## src/rtl/spi_one_ch_pkg.sv

```systemverilog
// Shared types and default constants for the single-channel SPI ADC reader.
package spi_one_ch_pkg;

    typedef enum logic [2:0] {
        IDLE,
        SETUP,
        LOW,
        HIGH,
        DONE
    } state_t;

    localparam int              HALF_DIV_DEFAULT   = 50;
    localparam int              FRAME_BITS_DEFAULT = 16;
    localparam int              DATA_BITS_DEFAULT  = 12;
    localparam logic [15:0]     CTRL_WORD_DEFAULT  = 16'h0000;

    // Counter width helper that never returns zero, so a divide-by-one
    // configuration still yields a legal one-bit counter.
    function automatic int cnt_width(input int n);
        return (n > 1) ? $clog2(n) : 1;
    endfunction

endpackage

```

## src/rtl/spi_one_ch_tick.sv

```systemverilog
// Half-period timer: one-clock tick every HALF_DIV clocks while enabled,
// held at zero while disabled so each enabled run starts from a full period.
module spi_one_ch_tick
    import spi_one_ch_pkg::*;
#(
    parameter int HALF_DIV = HALF_DIV_DEFAULT
) (
    input  logic clk_i,
    input  logic rst_i,
    input  logic en,
    output logic tick
);

    localparam int            CW   = cnt_width(HALF_DIV);
    localparam logic [CW-1:0] LAST = CW'(HALF_DIV - 1);

    logic [CW-1:0] cnt;

    assign tick = en && (cnt == LAST);

    // Count while enabled, wrap on tick, clear when disabled.
    // NOTE: sequential state uses <= so every flop samples pre-edge values.
    always_ff @(posedge clk_i or negedge rst_i) begin
        if (!rst_i) begin
            cnt <= '0;
        end else if (!en || tick) begin
            cnt <= '0;
        end else begin
            cnt <= cnt + CW'(1);
        end
    end

endmodule

```

## src/rtl/spi_one_ch.sv

```systemverilog
// Single-channel SPI master: one ADC128S022-style 16-clock frame per start
// button edge, CPOL=1, MOSI launched on falling dclk, MISO sampled on rising.
module spi_one_ch
    import spi_one_ch_pkg::*;
#(
    parameter int                    HALF_DIV   = HALF_DIV_DEFAULT,
    parameter int                    FRAME_BITS = FRAME_BITS_DEFAULT,
    parameter int                    DATA_BITS  = DATA_BITS_DEFAULT,
    parameter logic [FRAME_BITS-1:0] CTRL_WORD  = FRAME_BITS'(CTRL_WORD_DEFAULT)
) (
    input  logic                 clk_i,
    input  logic                 rst_i,
    input  logic                 button_i,
    input  logic                 miso_i,
    output logic                 mosi_o,
    output logic [DATA_BITS-1:0] dout_o,
    output logic                 dclk_o,
    output logic                 cs_o,
    output logic                 eoc_o
);

    localparam int BW = cnt_width(FRAME_BITS + 1);

    state_t                state, state_n;
    logic [FRAME_BITS-1:0] tx, tx_n;
    logic [FRAME_BITS-1:0] rx, rx_n;
    logic [BW-1:0]         bit_cnt, bit_cnt_n;
    logic [DATA_BITS-1:0]  dout_n;
    logic                  btn_r, btn_prev;
    logic                  start;
    logic                  tick;
    logic                  active, active_n;

    assign start    = btn_r && !btn_prev;
    assign active   = (state == SETUP) || (state == LOW) || (state == HIGH);
    assign active_n = (state_n == SETUP) || (state_n == LOW) || (state_n == HIGH);

    spi_one_ch_tick #(
        .HALF_DIV (HALF_DIV)
    ) u_tick (
        .clk_i (clk_i),
        .rst_i (rst_i),
        .en    (active),
        .tick  (tick)
    );

    // Register the button and keep its previous registered value for edge detect.
    always_ff @(posedge clk_i or negedge rst_i) begin
        if (!rst_i) begin
            btn_r    <= 1'b0;
            btn_prev <= 1'b0;
        end else begin
            btn_r    <= button_i;
            btn_prev <= btn_r;
        end
    end

    // Next-state and datapath updates; all transitions happen on a half-period tick.
    // NOTE: every output of this block gets a default first, so no latch is inferred.
    always_comb begin
        state_n   = state;
        tx_n      = tx;
        rx_n      = rx;
        bit_cnt_n = bit_cnt;
        dout_n    = dout_o;
        unique case (state)
            IDLE: begin
                if (start) begin
                    state_n   = SETUP;
                    tx_n      = CTRL_WORD;
                    bit_cnt_n = '0;
                end
            end
            SETUP: begin
                if (tick) state_n = LOW;
            end
            LOW: begin
                // Leaving LOW is the dclk rising edge: capture MISO.
                if (tick) begin
                    state_n   = HIGH;
                    rx_n      = {rx[FRAME_BITS-2:0], miso_i};
                    bit_cnt_n = bit_cnt + BW'(1);
                end
            end
            HIGH: begin
                if (tick) begin
                    if (bit_cnt == BW'(FRAME_BITS)) begin
                        state_n = DONE;
                        dout_n  = rx[DATA_BITS-1:0];
                    end else begin
                        // Falling edge after a sampled bit: launch the next control bit.
                        state_n = LOW;
                        tx_n    = {tx[FRAME_BITS-2:0], 1'b0};
                    end
                end
            end
            DONE: begin
                state_n = IDLE;
            end
            default: begin
                state_n = IDLE;
            end
        endcase
    end

    // State, shift registers and glitch-free registered pin outputs.
    always_ff @(posedge clk_i or negedge rst_i) begin
        if (!rst_i) begin
            state   <= IDLE;
            tx      <= '0;
            rx      <= '0;
            bit_cnt <= '0;
            dout_o  <= '0;
            cs_o    <= 1'b1;
            dclk_o  <= 1'b1;
            mosi_o  <= 1'b0;
            eoc_o   <= 1'b0;
        end else begin
            state   <= state_n;
            tx      <= tx_n;
            rx      <= rx_n;
            bit_cnt <= bit_cnt_n;
            dout_o  <= dout_n;
            cs_o    <= !active_n;
            dclk_o  <= (state_n != LOW);
            mosi_o  <= active_n ? tx_n[FRAME_BITS-1] : 1'b0;
            eoc_o   <= (state_n == DONE);
        end
    end

endmodule

```

## config.mk

```make
export PLATFORM = sky130hd
export DESIGN_NAME = spi_one_ch
export DESIGN_NICKNAME = d
export VERILOG_FILES = /design/src/rtl/spi_one_ch_pkg.sv /design/src/rtl/spi_one_ch_tick.sv /design/src/rtl/spi_one_ch.sv
export SDC_FILE = /design/constraint.sdc
export NUM_CORES = 1
export LEC_CHECK = 0
export ABC_CLOCK_PERIOD_IN_PS = 2300
export BUFFER_PORTS_ARGS = -buffer_cell sky130_fd_sc_hd__buf_2
export CORE_ASPECT_RATIO = 0.6
export CORE_MARGIN = 2
export CORE_UTILIZATION = 30
export CTS_BUF_LIST = sky130_fd_sc_hd__clkbuf_16
export CTS_CLUSTER_SIZE = 8
export DETAILED_ROUTE_END_ITERATION = 7
export GPL_ROUTABILITY_DRIVEN = 0
export PLACE_DENSITY_LB_ADDON = 0.3
export SLEW_MARGIN = 5
export SYNTH_ARGS = -nofsm -noshare
export SYNTH_HDL_FRONTEND = slang
export SYNTH_SLANG_ARGS = --single-unit
```

## constraint.sdc

```tcl
create_clock -name clk_i -period 2.3 [get_ports clk_i]
set_input_delay 0.345 -clock clk_i [delete_from_list [all_inputs] [get_ports clk_i]]
set_output_delay 0.345 -clock clk_i [all_outputs]
set_load 0.02 [all_outputs]
```

==> metrics.md <==
| Metric | Value |
|---|---|
| Status | `complete, but fails checks` |
| Violations in the final reports | `negative hold slack` |
| Prevailing post-synth register cell | `dfrtp_1` |
| Num rows | `25` |
| Actual slew at the worst max-slew pin | `523 ps` |
| Slew headroom | `0.651` |
| GRT Resource Usage Total | `0.109` |
| Clk_skew | `about 4.6 ps` |
| Post-Syn Area | `2470 um2` |
| Sequential area share after synthesis | `0.599` |
| Gr ovfl total | `0` |
| Die Ht | `74.3 um` |
| Tmin final | `1970 ps` |
| I/O Buffers | `19` |
| Avg WL per Cell | `approximately 13 um` |
| Vias in the first global route | `between 1,000 and 1,500` |
| Hold Buf Count CTS | `0` |
| R2r startpoint | `u_tick.cnt[1]` |
| Final Hold Fails | `6` |
| Via count | `1,403` |
| Total CTS buffers | `9` |
| P_leak | `between 1.5 and 2 nW` |
| Cell taking the most area after synthesis | `dfrtp_1` |
| Detailed placement HPWL | `2860 um` |
| Floorplan core area | `between 7000 and 8000 um2` |
| Final Cycle Share | `0.858` |
| Compound-Gate Fraction of Synth Area | `0.0745` |
| Critical path class | `flip-flop to flip-flop` |
| Post-synth ARST share | `1.00` |
| Final core occ | `0.380` |
| Setup TNS | `0 ps` |
| Die area | `8990 um2` |
| Die width | `121 um` |
| I/O pin cnt | `20` |
| # Post-CTS Setup Buffers | `0` |
| Worst Reg-to-Reg Cells | `6` |
| Final setup viols | `0` |
| Reg2reg setup slack | `330 ps` |
| Syn_area_per_cell | `14.1 um2` |
| Pwr Density | `918 nW/um2` |
| Reg-to-Reg End | `dout_o[2]` |
| Simple-gate share of the synthesized area | `0.117` |
| CTS tree | `built` |
| Layout cells sized above 1 | `0.306` |
| DRT Wirelength | `around 4200 um` |
| Diode count | `0` |
| Clk slew on worst S/H paths | `50 ps` |
| Mapped Cells | `approximately 180` |
| CP Launch Type | `flip-flop` |
| XOR/XNOR share of the synthesized area | `0.0213` |
| RSZ-0062 raised after global routing | `no` |
| Clock root cell | `clkbuf_16` |
| Tot Pwr | `between 2 and 3 mW` |
| Post-synthesis adder-cell area fraction | `0.0203` |
| Syn Nets | `183` |
| Number of flops mapped to enable cells by yosys | `0` |
| Max Freq | `507 MHz` |
| Cts repair resizes | `0` |
| Layout Nets | `209` |
| Slew Viols, Final | `0` |
| Post-route DRC | `0` |
| Final ANT Viol Nets | `0` |
| H-tree depth | `3` |
| Crit-path max FO | `12` |
| WHS | `-2.48 ps` |
| Longest Clk Path Bufs | `2` |
| Top-area cell type share of the netlist area | `0.578` |
| Max_cap viols | `0` |
| Worst-skew pair later-pin latency | `320 ps` |
| Req. time, crit path | `2510 ps` |
| 1st-pass router iterations | `4` |
| CP Capture Type | `flip-flop` |
| Synth area leaders | `dfrtp_1, mux2_4, a22o_1, mux2_2, mux2_1` |
| Synth unique cells | `38` |
| Largest net degree at the start of global routing | `25` |
| Most frequent cells in the layout | `dfrtp_1, buf_2, nor2_1, a22o_1, mux2_4` |
| Mux cell area share after synthesis | `0.137` |
| # clock sinks | `59` |
| Vias per std cell | `4.47` |
| Worst EP arrival | `2180 ps` |
| Initial antenna violation count | `0` |
| Largest family of logic cells by synthesized area | `multiplexers` |
| First-pass GRT wire length | `7100 um` |
| Peak supply drop | `0.392 mV` |
| Area Growth Syn to Fin | `21.7%` |
| Yosys reg bits | `59` |
| Initial drt markers | `92` |
| Initial core utilization | `0.312` |
| Commonest non-fill, non-tap cell in the layout | `dfrtp_1` |
| Yosys Warn Count | `0` |
| Hold crit path type | `primary input to asynchronous set/reset pin` |
-- routing by layer --
layer	track usage	share of wire
met1	0.152	0.55
met2	0.144	0.38
met3	0.0483	0.040
met4	0.0543	0.024
met5	0	0
-- power breakdown --
group          internal [mW]  total, mW  switching (mW)
Sequential              1.09       1.15          0.0642
Clock                   1.04       1.48           0.434
Combinational         0.0589      0.132          0.0731
Total                   2.19       2.76           0.571
-- state kept, by name (all words and copies together), names as in the netlist --
register / cells
btn_r: 1
mosi_o: 1
dclk_o: 1
btn_prev: 1
u_tick.cnt: 6
bit_cnt: 5
state: 3
rx: 12
cs_o: 1
eoc_o: 1
dout_o: 12
tx: 15
-- cell usage after synthesis (2+ instances only) --
| cell | count |
|---|---|
| nand2_1 | 3 |
| ha_1 | 4 |
| mux2_2 | 8 |
| nor2b_1 | 2 |
| nand3_1 | 5 |
| xor2_1 | 4 |
| xnor2_1 | 2 |
| buf_4 | 2 |
| buf_2 | 3 |
| inv_1 | 5 |
| mux2_4 | 10 |
| mux2i_1 | 2 |
| buf_6 | 2 |
| a21oi_1 | 4 |
| a22o_1 | 14 |
| mux2_1 | 7 |
| and2_1 | 4 |
| dfrtp_1 | 57 |
| and3_1 | 3 |
| nor2_1 | 14 |
| nand4_1 | 2 |
| dfstp_2 | 2 |
-- per-stage QoR --
step / instance area, um2 / setup slack [ps] / cells
final: 3010 / 327 / 314
after global routing: 3010 / 195 / 314
after CTS: 3010 / 310 / 314
after detailed placement: 2670 / 320 / 298
after global placement: 2670 / 355 / 298
after floorplan: 2470 / 600 / 175
-- final cells by class --
type / count / area [um2]
Tap cell: 108 / 135
Fill cell: 765 / 4910
Clock buffer: 9 / 225
Multi-Input combinational cell: 103 / 915
Inverter: 5 / 18.8
Timing Repair Buffer: 23 / 125
Clock inverter: 7 / 108
Sequential cell: 59 / 1480
-- cells by family after synthesis --
group | count (synthesis)
mux | 27
simple gates | 44
fa+ha+maj | 4
flops | 59
compound gates | 22
buf+inv | 13
xor+xnor | 6
-- critical path, stage by stage, from the launching register on --
cell and delay (ps):
dfrtp_1 390, inv_1 60, ha_1 150, nor4bb_4 220, and2_1 360, nand3_4 290
mux2_4 370
-- how the worst max path moves through the flow --
stage                   from          to  cells past startpoint
2_1_floorplan  u_tick.cnt[0]  dout_o[10]                      7
3_3_place_gp      bit_cnt[0]      mosi_o                      6
3_5_place_dp   u_tick.cnt[1]   dout_o[7]                      6
4_1_cts        u_tick.cnt[1]   dout_o[4]                      6
5_1_grt        u_tick.cnt[1]   dout_o[6]                      6
6_report       u_tick.cnt[1]   dout_o[2]                      6
Note: power is estimated with default switching activity, not from simulation.
